[src/rtl/spi_word_deser.sv]
// Full-duplex SPI word engine: deserialises pico into WORD_W-bit words numbered within a csb burst,
// serialises tx_word onto poci, and flags bursts that run past MAX_WORDS words.
module spi_word_deser #(
    parameter int WORD_W    = 8,
    parameter bit MSB_FIRST = 1'b1,
    parameter int MAX_WORDS = 4,
    parameter int IDX_W     = $clog2(MAX_WORDS)
) (
    input  logic              spi_clk,
    input  logic              rstn,
    input  logic              csb,
    input  logic              pico,
    input  logic [WORD_W-1:0] tx_word,
    output logic              poci,
    output logic [WORD_W-1:0] word_out,
    output logic              word_valid,
    output logic [IDX_W-1:0]  word_idx,
    output logic              overflow
);

    localparam int CNT_W  = $clog2(WORD_W);
    localparam int DONE_W = $clog2(MAX_WORDS + 1);
    localparam logic [CNT_W-1:0]  LAST_BIT = CNT_W'(WORD_W - 1);
    localparam logic [DONE_W-1:0] MAX_DONE = DONE_W'(MAX_WORDS);

    logic                full_rstn;
    logic [CNT_W-1:0]    bit_cnt_q;
    logic [WORD_W-2:0]   rx_shift_q;
    logic [WORD_W-2:0]   rx_shift_d;
    logic [WORD_W-1:0]   tx_shift_q;
    logic [WORD_W-1:0]   tx_load;
    logic [WORD_W-1:0]   tx_adv;
    logic [DONE_W-1:0]   words_done_q;
    logic [WORD_W-1:0]   assembled;
    logic                tx_first;
    logic                tx_out;
    logic                last_bit;
    logic                word_start;
    logic                saturated;
    logic                accept;

    // csb high clears the burst-local state without needing a clock edge
    assign full_rstn  = rstn & ~csb;
    assign last_bit   = (bit_cnt_q == LAST_BIT);
    assign word_start = (bit_cnt_q == '0);
    assign saturated  = (words_done_q == MAX_DONE);
    assign accept     = ~csb & last_bit & ~saturated;

    generate
        if (MSB_FIRST) begin : g_msb_first
            assign assembled = {rx_shift_q, pico};
            if (WORD_W == 2) begin : g_narrow
                assign rx_shift_d = pico;
            end else begin : g_wide
                assign rx_shift_d = {rx_shift_q[WORD_W-3:0], pico};
            end
            assign tx_first = tx_word[WORD_W-1];
            assign tx_out   = tx_shift_q[WORD_W-1];
            assign tx_load  = {tx_word[WORD_W-2:0], 1'b0};
            assign tx_adv   = {tx_shift_q[WORD_W-2:0], 1'b0};
        end else begin : g_lsb_first
            assign assembled = {pico, rx_shift_q};
            if (WORD_W == 2) begin : g_narrow
                assign rx_shift_d = pico;
            end else begin : g_wide
                assign rx_shift_d = {pico, rx_shift_q[WORD_W-2:1]};
            end
            assign tx_first = tx_word[0];
            assign tx_out   = tx_shift_q[0];
            assign tx_load  = {1'b0, tx_word[WORD_W-1:1]};
            assign tx_adv   = {1'b0, tx_shift_q[WORD_W-1:1]};
        end
    endgenerate

    // First bit of a word comes straight from tx_word so it is ready as soon as csb falls
    assign poci = full_rstn & (word_start ? tx_first : tx_out);

    always_ff @(posedge spi_clk or negedge full_rstn) begin
        if (!full_rstn) begin
            bit_cnt_q    <= '0;
            rx_shift_q   <= '0;
            tx_shift_q   <= '0;
            words_done_q <= '0;
            word_valid   <= 1'b0;
            overflow     <= 1'b0;
        end else begin
            bit_cnt_q  <= last_bit ? '0 : bit_cnt_q + 1'b1;
            rx_shift_q <= rx_shift_d;
            tx_shift_q <= word_start ? tx_load : tx_adv;
            word_valid <= accept;
            if (last_bit) begin
                if (saturated) begin
                    overflow <= 1'b1;
                end else begin
                    words_done_q <= words_done_q + 1'b1;
                end
            end
        end
    end

    // Received word survives csb high; only the chip-wide reset clears it
    always_ff @(posedge spi_clk or negedge rstn) begin
        if (!rstn) begin
            word_out <= '0;
            word_idx <= '0;
        end else if (accept) begin
            word_out <= assembled;
            word_idx <= words_done_q[IDX_W-1:0];
        end
    end

endmodule
[config.mk]
export PLATFORM = sky130hd
export DESIGN_NAME = spi_word_deser
export DESIGN_NICKNAME = d
export VERILOG_FILES = /design/src/rtl/spi_word_deser.sv
export SDC_FILE = /design/constraint.sdc
export NUM_CORES = 1
export LEC_CHECK = 0
export BUFFER_PORTS_ARGS = -buffer_cell sky130_fd_sc_hd__buf_2
export CORE_ASPECT_RATIO = 2
export CORE_MARGIN = 5
export CORE_UTILIZATION = 35
export DETAILED_ROUTE_END_ITERATION = 16
export PLACE_DENSITY = 0.54
export SLEW_MARGIN = 0
export SYNTH_ARGS = -nofsm -noshare
export SYNTH_HDL_FRONTEND = slang
export SYNTH_SLANG_ARGS = --single-unit
export TNS_END_PERCENT = 1
[constraint.sdc]
create_clock -name spi_clk -period 2.32 [get_ports spi_clk]
set_clock_uncertainty 0.2 [all_clocks]
set_input_delay 0.116 -clock spi_clk [delete_from_list [all_inputs] [get_ports spi_clk]]
set_output_delay 0.116 -clock spi_clk [all_outputs]
set_load 0.02 [all_outputs]
==> results of run 1 <==
## power groups by stage
stage | logic (mW) | clock network (mW) | registers [mW]
after floorplan | 0.0333 | 0 | 0.626
after global placement | 0.0903 | 0 | 0.608
after detailed placement | 0.0916 | 0 | 0.608
after CTS | 0.105 | 0.527 | 0.598
after global routing | 0.113 | 0.554 | 0.602
final | 0.102 | 0.506 | 0.598
## cell families (layout without fill, tap and decap cells)
group           count (synthesis)  count (layout)  synth area share, %
simple gates                    8               8                 4.40
xor+xnor                        1               1                0.700
mux                            18              18                 18.8
buf+inv                         6              48                 3.20
fa+ha+maj                       6               6                 6.00
flops                          32              32                 64.0
compound gates                  4               4                 2.90
## critical path, delay by kind of cell (launching register included)
| family | cells | cell delay (ns) |
|---|---|---|
| fa+ha+maj | 2 | 0.40 |
| mux | 1 | 0.38 |
| simple gates | 1 | 0.34 |
| compound gates | 1 | 0.26 |
| flops | 1 | 0.37 |
## layout make-up
type                       instances  area [sq um]
clock buffer                       6          72.6
clock inverter                     2          35.0
tap                               48          60.1
timing repair buffer              36           235
fill                             310          1780
sequential                        32           801
inverter                           4          15.0
multi-input combinational         37           413
## synthesized netlist by cell type
cell,n
inv_1,4
mux2_4,9
and2b_2,1
a21bo_4,1
and2_1,1
mux2_2,8
nor2b_1,4
buf_2,1
ha_1,6
nor2_1,1
xnor2_1,1
buf_12,1
a31o_2,1
a31oi_1,1
mux2i_1,1
nor2_4,1
a21oi_1,1
dfrtp_1,32
## registers in the layout, summed over array words and instances, names as in the netlist
signal        flops
overflow          1
word_out          8
word_valid        1
words_done_q      3
bit_cnt_q         3
tx_shift_q        7
word_idx          2
rx_shift_q        7
## metal layers
metal  up-vias  wire length, microns
li1        329                     -
met1       338                   842
met2        23                  1060
met3         5                   134
met4         0                    53
met5         -                     0
## through the flow
stage / instances / utilization (%) / hold WS (ns) / instance area [sq um] / total power [mW]
2_1_floorplan: 75 / - / -0.380 / 1250 / 0.659
3_3_place_gp: 147 / 41.7 / -0.207 / 1420 / 0.698
3_5_place_dp: 147 / 41.7 / -0.201 / 1420 / 0.700
4_1_cts: 165 / 47.8 / 0.0277 / 1630 / 1.23
5_1_grt: 165 / 47.8 / 0.0784 / 1630 / 1.27
6_report: 165 / 47.8 / 0.0303 / 1630 / 1.21
## path summary, 6_finish.rpt
kind,start,to,slack (ns)
max in group asynchronous,rstn,tx_shift_q[6],1.15
min in group spi_clk,rx_shift_q[3],rx_shift_q[4],0.18
hold / removal,rstn,word_out[1],0.03
hold reg to reg,rx_shift_q[3],rx_shift_q[4],0.18
setup / recovery,bit_cnt_q[0],word_out[4],0.25
setup reg to reg,bit_cnt_q[0],word_out[4],0.25
==> out/metrics.cfg, run 1 <==
[run_status]
status = finished clean

[floorplanning]
fp.dieW_microns = 52.3
dieArea_sq_mm = 0.00494
io_pins = 25
rows = 30
core_area_sq_mm = 0.00342
start_util_pct = 36.6
die_h_microns = 94.6

[pwr]
p_leak_nw = 0.783
ir_worst_vdd_v = 0.000551
p_clk_share_pct = 42.0
switching_share_pct = 20.7
p_int_mw = 0.957
switchingPower_mw = 0.249
cellPowerDensity_mw_per_mm2 = 739
seqPwrFrac_pct = 49.6
combinationalPowerShare_pct = 8.5

[cts]
clockRootBuffer = clkbuf_8
clk_latency_ns = 0.27
h-tree-depth = 2
post_cts_buffers = 0
cts_resized = 0
cts_tree = done
cts.sinks = 32
cts_made_buffers = 5
cts-hold-fix-buffers = 10
path_clk_slew_ns = 0.06
cts.path.max_buffers = 2

[timing]
drv_slew = 0
hold_viol_final = 0
slew_headroom_pct = 71.8
worst_slack_ns = 0.247
setup_tns_ns = 0
fmax_mhz = 482
grt_setup_unrepaired = false
min_period_over_period_pct = 89.4
setup_violations = 0
worstMarginPinSlew_ns = 0.423
min_period_ns = 2.07

[drt]
drcViolationCount = 0
drt-initial-drc-count = 9
vias_per_cell = 4.21
drt-pass1-iter-count = 2
postRouteAntennaNets = 0
routed_wl_microns = 2090
detail_route.wl_per_cell_microns = 12.6
dr_total_vias = 695

[global_routing]
antenna_found_initial = 0
grt.total_usage_pct = 10.2
grt_use_met3_pct = 4.11
met1_usage_pct = 11.6
busiest_layer = met2
grt_pass1_wl_microns = 3600
grt_overflow = 0
grt_pass1_vias = 793
grt_max_degree = 23
met2_usage_pct = 15.3

[yosys]
synthTopCellsByArea = dfrtp_1 (64%), mux2_4 (11%), mux2_2 (7.2%)
ys_warn_count = 0
avgSynthCellArea_sq_um = 16.7
netlist_instances = 75
synth-seq-cells = 32
ys_types = 18
synth_area_leader_cell = dfrtp_1
yosysSeqAreaShare_pct = 64.0
syn_nets = 93
netlist_area_sq_mm = 0.00125
netlist.area_leader.share_pct = 64.0

[critical_path]
required_ns = 2.28
critPathKind = flop to flop
arrival_ns = 2.04
reg2regPathDepth = 5
cpPeakStageDelay_ns = 0.38
path_common_cell = ha_1
cp_max_fo = 11
path_cells = ha_1 -> ha_1 -> a21bo_4 -> nor2_4 -> mux2_2
startpoint_type = flop
crit_slowest_cell = mux2_2
endpoint_kind = flop

[final_layout]
mostFrequentLayoutCells = dfrtp_1 (32), buf_2 (24), dlygate4sd3_1 (10)
num-nets-final = 134
drive_gt1_share_pct = 47.0
final_common_cell = dfrtp_1
area_delta_synth_final_pct = 30.4
diodes = 0

[placed_design]
dp_hpwl_microns = 1510
place_ws_ns = 0.247
finalWeightedCongestion = 0.666
io_buffers = 24

[flow_run]
drv_cap = 0

[min_path]
min_path_type = primary input to asynchronous set/reset pin

(Power assumes the default switching activity.)
==> inputs of run 2 (changes only) <==
--- a/config.mk
+++ b/config.mk
@@ -10,6 +10,7 @@
 export CORE_MARGIN = 5
 export CORE_UTILIZATION = 35
 export DETAILED_ROUTE_END_ITERATION = 16
+export MAX_ROUTING_LAYER = met4
 export PLACE_DENSITY = 0.54
 export SLEW_MARGIN = 0
 export SYNTH_ARGS = -nofsm -noshare
==> run 2 against run 1 <==
Register-to-register slack hardly changed. Wire length hardly changed. Worst setup slack hardly changed. Cell area stayed put. Non-clock buffer count stayed put. Sequential power hardly changed. Sequential share of layout area stayed put. Count of clock-buffer cells in the layout stayed put. Combinational power hardly changed.
==> out/metrics.cfg, run 2 (same netlist as run 1, synthesis figures left out) <==
[run_status]
status = finished clean

[placed_design]
dpl-instance-area_sq_mm = 0.00142  ; unchanged
dp.cells = 147  ; unchanged
place_ws_ns = 0.247  ; unchanged
finalWeightedCongestion = 0.672  ; +0.95%
dp_hpwl_microns = 1510  ; unchanged
io_buffers = 24  ; unchanged

[drt]
drt-initial-drc-count = 9  ; unchanged
postRouteAntennaNets = 0  ; unchanged
drt-pass1-iter-count = 2  ; unchanged
vias_per_cell = 4.22  ; +0.14%
dr_total_vias = 696  ; +0.14%
drcViolationCount = 0  ; unchanged
detail_route.wl_per_cell_microns = 12.7  ; about the same
routed_wl_microns = 2090  ; about the same

[global_routing]
grt_overflow = 0  ; unchanged
grt_max_degree = 23  ; unchanged
grt_pass1_vias = 794  ; +0.13%
grt.total_usage_pct = 10.5  ; +0.28 points
antenna_found_initial = 0  ; unchanged
grt_pass1_wl_microns = 3590  ; -0.19%

[cts]
clk_latency_ns = 0.27  ; about the same
cts_made_buffers = 5  ; unchanged
cts.path.max_buffers = 2  ; unchanged
path_clk_slew_ns = 0.06  ; about the same
cts_resized = 0  ; unchanged
cts.sinks = 32  ; unchanged
clockRootBuffer = clkbuf_8
cts_tree = done
h-tree-depth = 2  ; unchanged

[floorplanning]
die_h_microns = 94.6  ; unchanged
fp.dieW_microns = 52.3  ; unchanged
io_pins = 25  ; unchanged
dieArea_sq_mm = 0.00494  ; unchanged
rows = 30  ; unchanged
start_util_pct = 36.6  ; unchanged
core_area_sq_mm = 0.00342  ; unchanged

[final_layout]
num-nets-final = 134  ; unchanged
fillCellCount = 310  ; unchanged
drive_gt1_share_pct = 47.0  ; unchanged
multi_input_area_sq_um = 413  ; unchanged
final_cells = 165  ; unchanged
fin_util_pct = 47.8  ; unchanged
largest_reg_flops = 8  ; unchanged
regArea_sq_um = 801  ; unchanged
area_delta_synth_final_pct = 30.4  ; unchanged
top_regs = word_out (8), rx_shift_q (7), tx_shift_q (7)
largest_register = word_out
final_cell_area_sq_mm = 0.00163  ; unchanged
final_common_cell = dfrtp_1
mostFrequentLayoutCells = dfrtp_1 (32), buf_2 (24), dlygate4sd3_1 (10)
diodes = 0  ; unchanged

[timing]
setup_violations = 0  ; unchanged
whs_ns = 0.0308  ; +0.000546 ns
min_period_ns = 2.07  ; +0.000264 ns
min_period_over_period_pct = 89.4  ; about the same
worstMarginPinSlew_ns = 0.423  ; -0.000189 ns
hold_viol_final = 0  ; unchanged
setup_tns_ns = 0  ; unchanged
grt_setup_unrepaired = false
drv_slew = 0  ; unchanged
slew_headroom_pct = 71.8  ; about the same
worst_slack_ns = 0.247  ; -0.000264 ns
fmax_mhz = 482  ; about the same

[pwr]
cellPowerDensity_mw_per_mm2 = 739  ; about the same
ir_worst_vdd_v = 0.000551  ; about the same
p_leak_nw = 0.783  ; unchanged
power_mw = 1.21  ; about the same

[critical_path]
required_ns = 2.28  ; about the same
arrival_ns = 2.04  ; about the same
timing.critical_path.buf_inv = 0  ; unchanged
critPathKind = flop to flop
crit_slowest_cell = mux2_2
endpoint_kind = flop
cp_max_fo = 11  ; unchanged
cpLargestDelayFamily = adder cells
path_common_cell = ha_1
startpoint_type = flop
cpPeakStageDelay_ns = 0.38  ; about the same
path_cells = ha_1 -> ha_1 -> a21bo_4 -> nor2_4 -> mux2_2

[min_path]
min_path_type = primary input to asynchronous set/reset pin

[flow_run]
drv_cap = 0  ; unchanged

==> run 2: cell counts in the layout (fill, tap and decap cells not counted) <==
Identical to the previous run, type by type.
==> run 2: path summary, 6_finish.rpt <==
kind	startpoint	endpoint	slack (ns)	cells after the start
worst max register to register	bit_cnt_q[0]	word_out[4]	0.25	5
worst max-delay path	bit_cnt_q[0]	word_out[4]	0.25	5
worst min register to register	rx_shift_q[3]	rx_shift_q[4]	0.18	0
min in group spi_clk	rx_shift_q[3]	rx_shift_q[4]	0.18	0
max in group asynchronous	rstn	tx_shift_q[6]	1.15	4
worst min-delay path	rstn	word_out[1]	0.03	2
==> run 2: cell type report <==
type / count / share of cell area [%]
multi-input combinational: 37 / 25.3
timing repair buffer: 36 / 14.4
sequential: 32 / 49.1
clock inverter: 2 / 2.15
clock buffer: 6 / 4.45
inverter: 4 / 0.920
tap: 48 / 3.68
==> run 2: where the power goes <==
part	switching (mW)	internal, mW	total, mW
logic	0.0494	0.0528	0.102
clock network	0.187	0.318	0.506
registers	0.0121	0.586	0.598
total	0.249	0.957	1.21
==> run 2: what timing repair did <==
action,4_1_cts,5_1_grt
hold buffers,10,0
hold endpoints to repair,42,0
buffers inserted,0,0
==> run 2: metal layers <==
| layer | vias to the layer above | track usage [%] | share of wire (%) |
|---|---|---|---|
| met5 | - | - | 0 |
| met4 | 0 | 7.04 | 2.2 |
| met3 | 5 | 3.95 | 6.0 |
| met2 | 23 | 15.3 | 51 |
| met1 | 339 | 11.7 | 41 |
| li1 | 329 | - | - |
==> inputs of run 3 (changes only) <==
--- a/config.mk
+++ b/config.mk
@@ -5,13 +5,16 @@
 export SDC_FILE = /design/constraint.sdc
 export NUM_CORES = 1
 export LEC_CHECK = 0
-export BUFFER_PORTS_ARGS = -buffer_cell sky130_fd_sc_hd__buf_2
+export CELL_PAD_IN_SITES_DETAIL_PLACEMENT = 0
+export CELL_PAD_IN_SITES_GLOBAL_PLACEMENT = 1
 export CORE_ASPECT_RATIO = 2
 export CORE_MARGIN = 5
 export CORE_UTILIZATION = 35
 export DETAILED_ROUTE_END_ITERATION = 16
+export DONT_BUFFER_PORTS = 1
+export GPL_TIMING_DRIVEN = 0
 export MAX_ROUTING_LAYER = met4
-export PLACE_DENSITY = 0.54
+export PLACE_DENSITY = 0.55
 export SLEW_MARGIN = 0
 export SYNTH_ARGS = -nofsm -noshare
 export SYNTH_HDL_FRONTEND = slang
==> run 3 against run 2 <==
Combinational power is 42% lower. Sequential cell count stayed put. Sequential power is 3.8% higher. Die area is the same. Largest power group unchanged. Global-route usage is 0.095 points higher. Via count fell by 9.8%. Cell area decreased by 5.2%. Critical path depth down 1. Non-clock buffer count down 22. Register-to-register slack improved by 0.11 ns.
==> out/metrics.cfg, run 3 (same netlist as run 1, synthesis figures left out) <==
[pwr]
cellPowerDensity_mw_per_mm2 = 771  ; +4.4%
power_mw = 1.19  ; -1.1%
p_int_mw = 0.942  ; -1.5%
ir_worst_vdd_v = 0.000478  ; -13%
combinationalPowerShare_pct = 5.0  ; -3.5 points
p_clk_share_pct = 43.0  ; +1.1 points
seqPwrFrac_pct = 52.1  ; +2.5 points
p_leak_nw = 0.704  ; -10%
switching_share_pct = 21.0  ; +0.39 points
switchingPower_mw = 0.251  ; +0.79%

[timing]
worstMarginPinSlew_ns = 0.517  ; +0.0949 ns
fmax_mhz = 466  ; -3.3%
grt_setup_unrepaired = false
drv_slew = 0  ; unchanged
min_period_over_period_pct = 92.4  ; +3.0 points
slew_headroom_pct = 65.4  ; -6.4 points
whs_ns = 0.0465  ; +0.0157 ns
hold_viol_final = 0  ; unchanged
min_period_ns = 2.14  ; +0.0707 ns
setup_violations = 0  ; unchanged

[final_layout]
area_delta_synth_final_pct = 23.6
largest_register = word_out
multi_input_area_sq_um = 413  ; unchanged
diodes = 0  ; unchanged
regArea_sq_um = 801  ; unchanged
mostFrequentLayoutCells = dfrtp_1 (32), dlygate4sd3_1 (11), mux2_4 (9)
drive_gt1_share_pct = 33.7  ; -13 points
final_cell_area_sq_mm = 0.00155  ; -5.2%
fillCellCount = 314  ; +1.3%
num-nets-final = 112  ; -16%
largest_reg_flops = 8  ; unchanged
final_common_cell = dfrtp_1
top_regs = word_out (8), rx_shift_q (7), tx_shift_q (7)

[placed_design]
io_buffers = 0  ; -100%
dpl-instance-area_sq_mm = 0.00133  ; -6.7%
finalWeightedCongestion = 0.633  ; -5.8%
dp_hpwl_microns = 1450  ; -4.0%

[floorplanning]
start_util_pct = 36.6  ; unchanged
io_pins = 25  ; unchanged
fp.dieW_microns = 52.3  ; unchanged
rows = 30  ; unchanged
core_area_sq_mm = 0.00342  ; unchanged
dieArea_sq_mm = 0.00494  ; unchanged
die_h_microns = 94.6  ; unchanged

[drt]
routed_wl_microns = 2040  ; -2.3%
vias_per_cell = 4.39  ; +4.1%
postRouteAntennaNets = 0  ; unchanged
drt-pass1-iter-count = 3  ; +1
detail_route.wl_per_cell_microns = 14.3  ; +13%
drcViolationCount = 0  ; unchanged
dr_total_vias = 628  ; -9.8%
drt-initial-drc-count = 2  ; -7

[min_path]
min_path_type = primary input to asynchronous set/reset pin

[cts]
clk_latency_ns = 0.27  ; about the same
clockRootBuffer = clkbuf_8
cts_made_buffers = 5  ; unchanged
h-tree-depth = 2  ; unchanged
cts.sinks = 32  ; unchanged
post_cts_buffers = 0  ; unchanged
cts_resized = 0  ; unchanged
cts.path.max_buffers = 2  ; unchanged
cts-hold-fix-buffers = 11  ; +1
path_clk_slew_ns = 0.07  ; about the same
cts_tree = done

[global_routing]
grt_overflow = 0  ; unchanged
grt.total_usage_pct = 10.6  ; +0.095 points
grt_pass1_vias = 719  ; -9.4%
grt_pass1_wl_microns = 3530  ; -1.7%
antenna_found_initial = 0  ; unchanged
grt_max_degree = 16  ; -30%

[critical_path]
crit_slowest_cell = dlygate4sd3_1
arrival_ns = 1.83  ; -0.21 ns
critPathKind = primary input to output port
path_cells = dlygate4sd3_1 -> nor2b_2 -> buf_8 -> nor2b_1
r2r_slack_ns = 0.36  ; +0.11 ns
endpoint_kind = output port
cpPeakStageDelay_ns = 0.86  ; +0.48 ns
reg2regPathDepth = 6  ; +1
timing.critical_path.buf_inv = 2  ; +2
cpLargestDelayFamily = buffers and inverters
cp_max_fo = 15  ; +4
path_depth = 4  ; -1
startpoint_type = primary input
required_ns = 2.00  ; -0.28 ns

[flow_run]
drv_cap = 0  ; unchanged

[run_status]
status = finished clean

run 3: worst paths after layout:
kind                                from            end
setup / recovery                    rstn           poci
hold / removal                      rstn    word_out[6]
setup reg to reg            bit_cnt_q[0]    word_out[2]
hold reg to reg            rx_shift_q[5]  rx_shift_q[6]
max in group asynchronous           rstn  rx_shift_q[1]
min in group spi_clk       rx_shift_q[5]  rx_shift_q[6]
run 3: layout make-up:
type	count	area share, %
flip-flops and latches	32	51.8
multi-input cells	37	26.7
repair buffers	12	8.09
clock buffers	6	4.69
well taps	48	3.88
clock inverters	2	2.27
plain buffers	2	1.62
inverters	4	0.971
run 3: power by group through the flow:
stage | Clock [mW] | Sequential [mW] | Combinational [mW]
finish | 0.512 | 0.621 | 0.0593
global route | 0.563 | 0.625 | 0.0659
CTS | 0.530 | 0.622 | 0.0611
detailed placement | 0 | 0.632 | 0.0416
global placement | 0 | 0.632 | 0.0373
floorplan | 0 | 0.626 | 0.0333
run 3: metal layers:
layer | routed length (microns) | share of wire (%) | global-route usage (%)
met3 | 135 | 6.6 | 4.42
met4 | 61 | 3.0 | 7.04
met1 | 752 | 37 | 10.2
met5 | 0 | 0 | -
met2 | 1090 | 53 | 16.8
run 3: through the flow:
step	worst slack [ns]	util, %	setup TNS, ns	std cells
after floorplan	0.334	-	0	75
after global placement	-0.160	38.4	-0.160	123
after detailed placement	0.349	38.9	0	124
after CTS	0.111	45.3	0	143
after global routing	0.00976	45.3	0	143
final	0.176	45.3	0	143
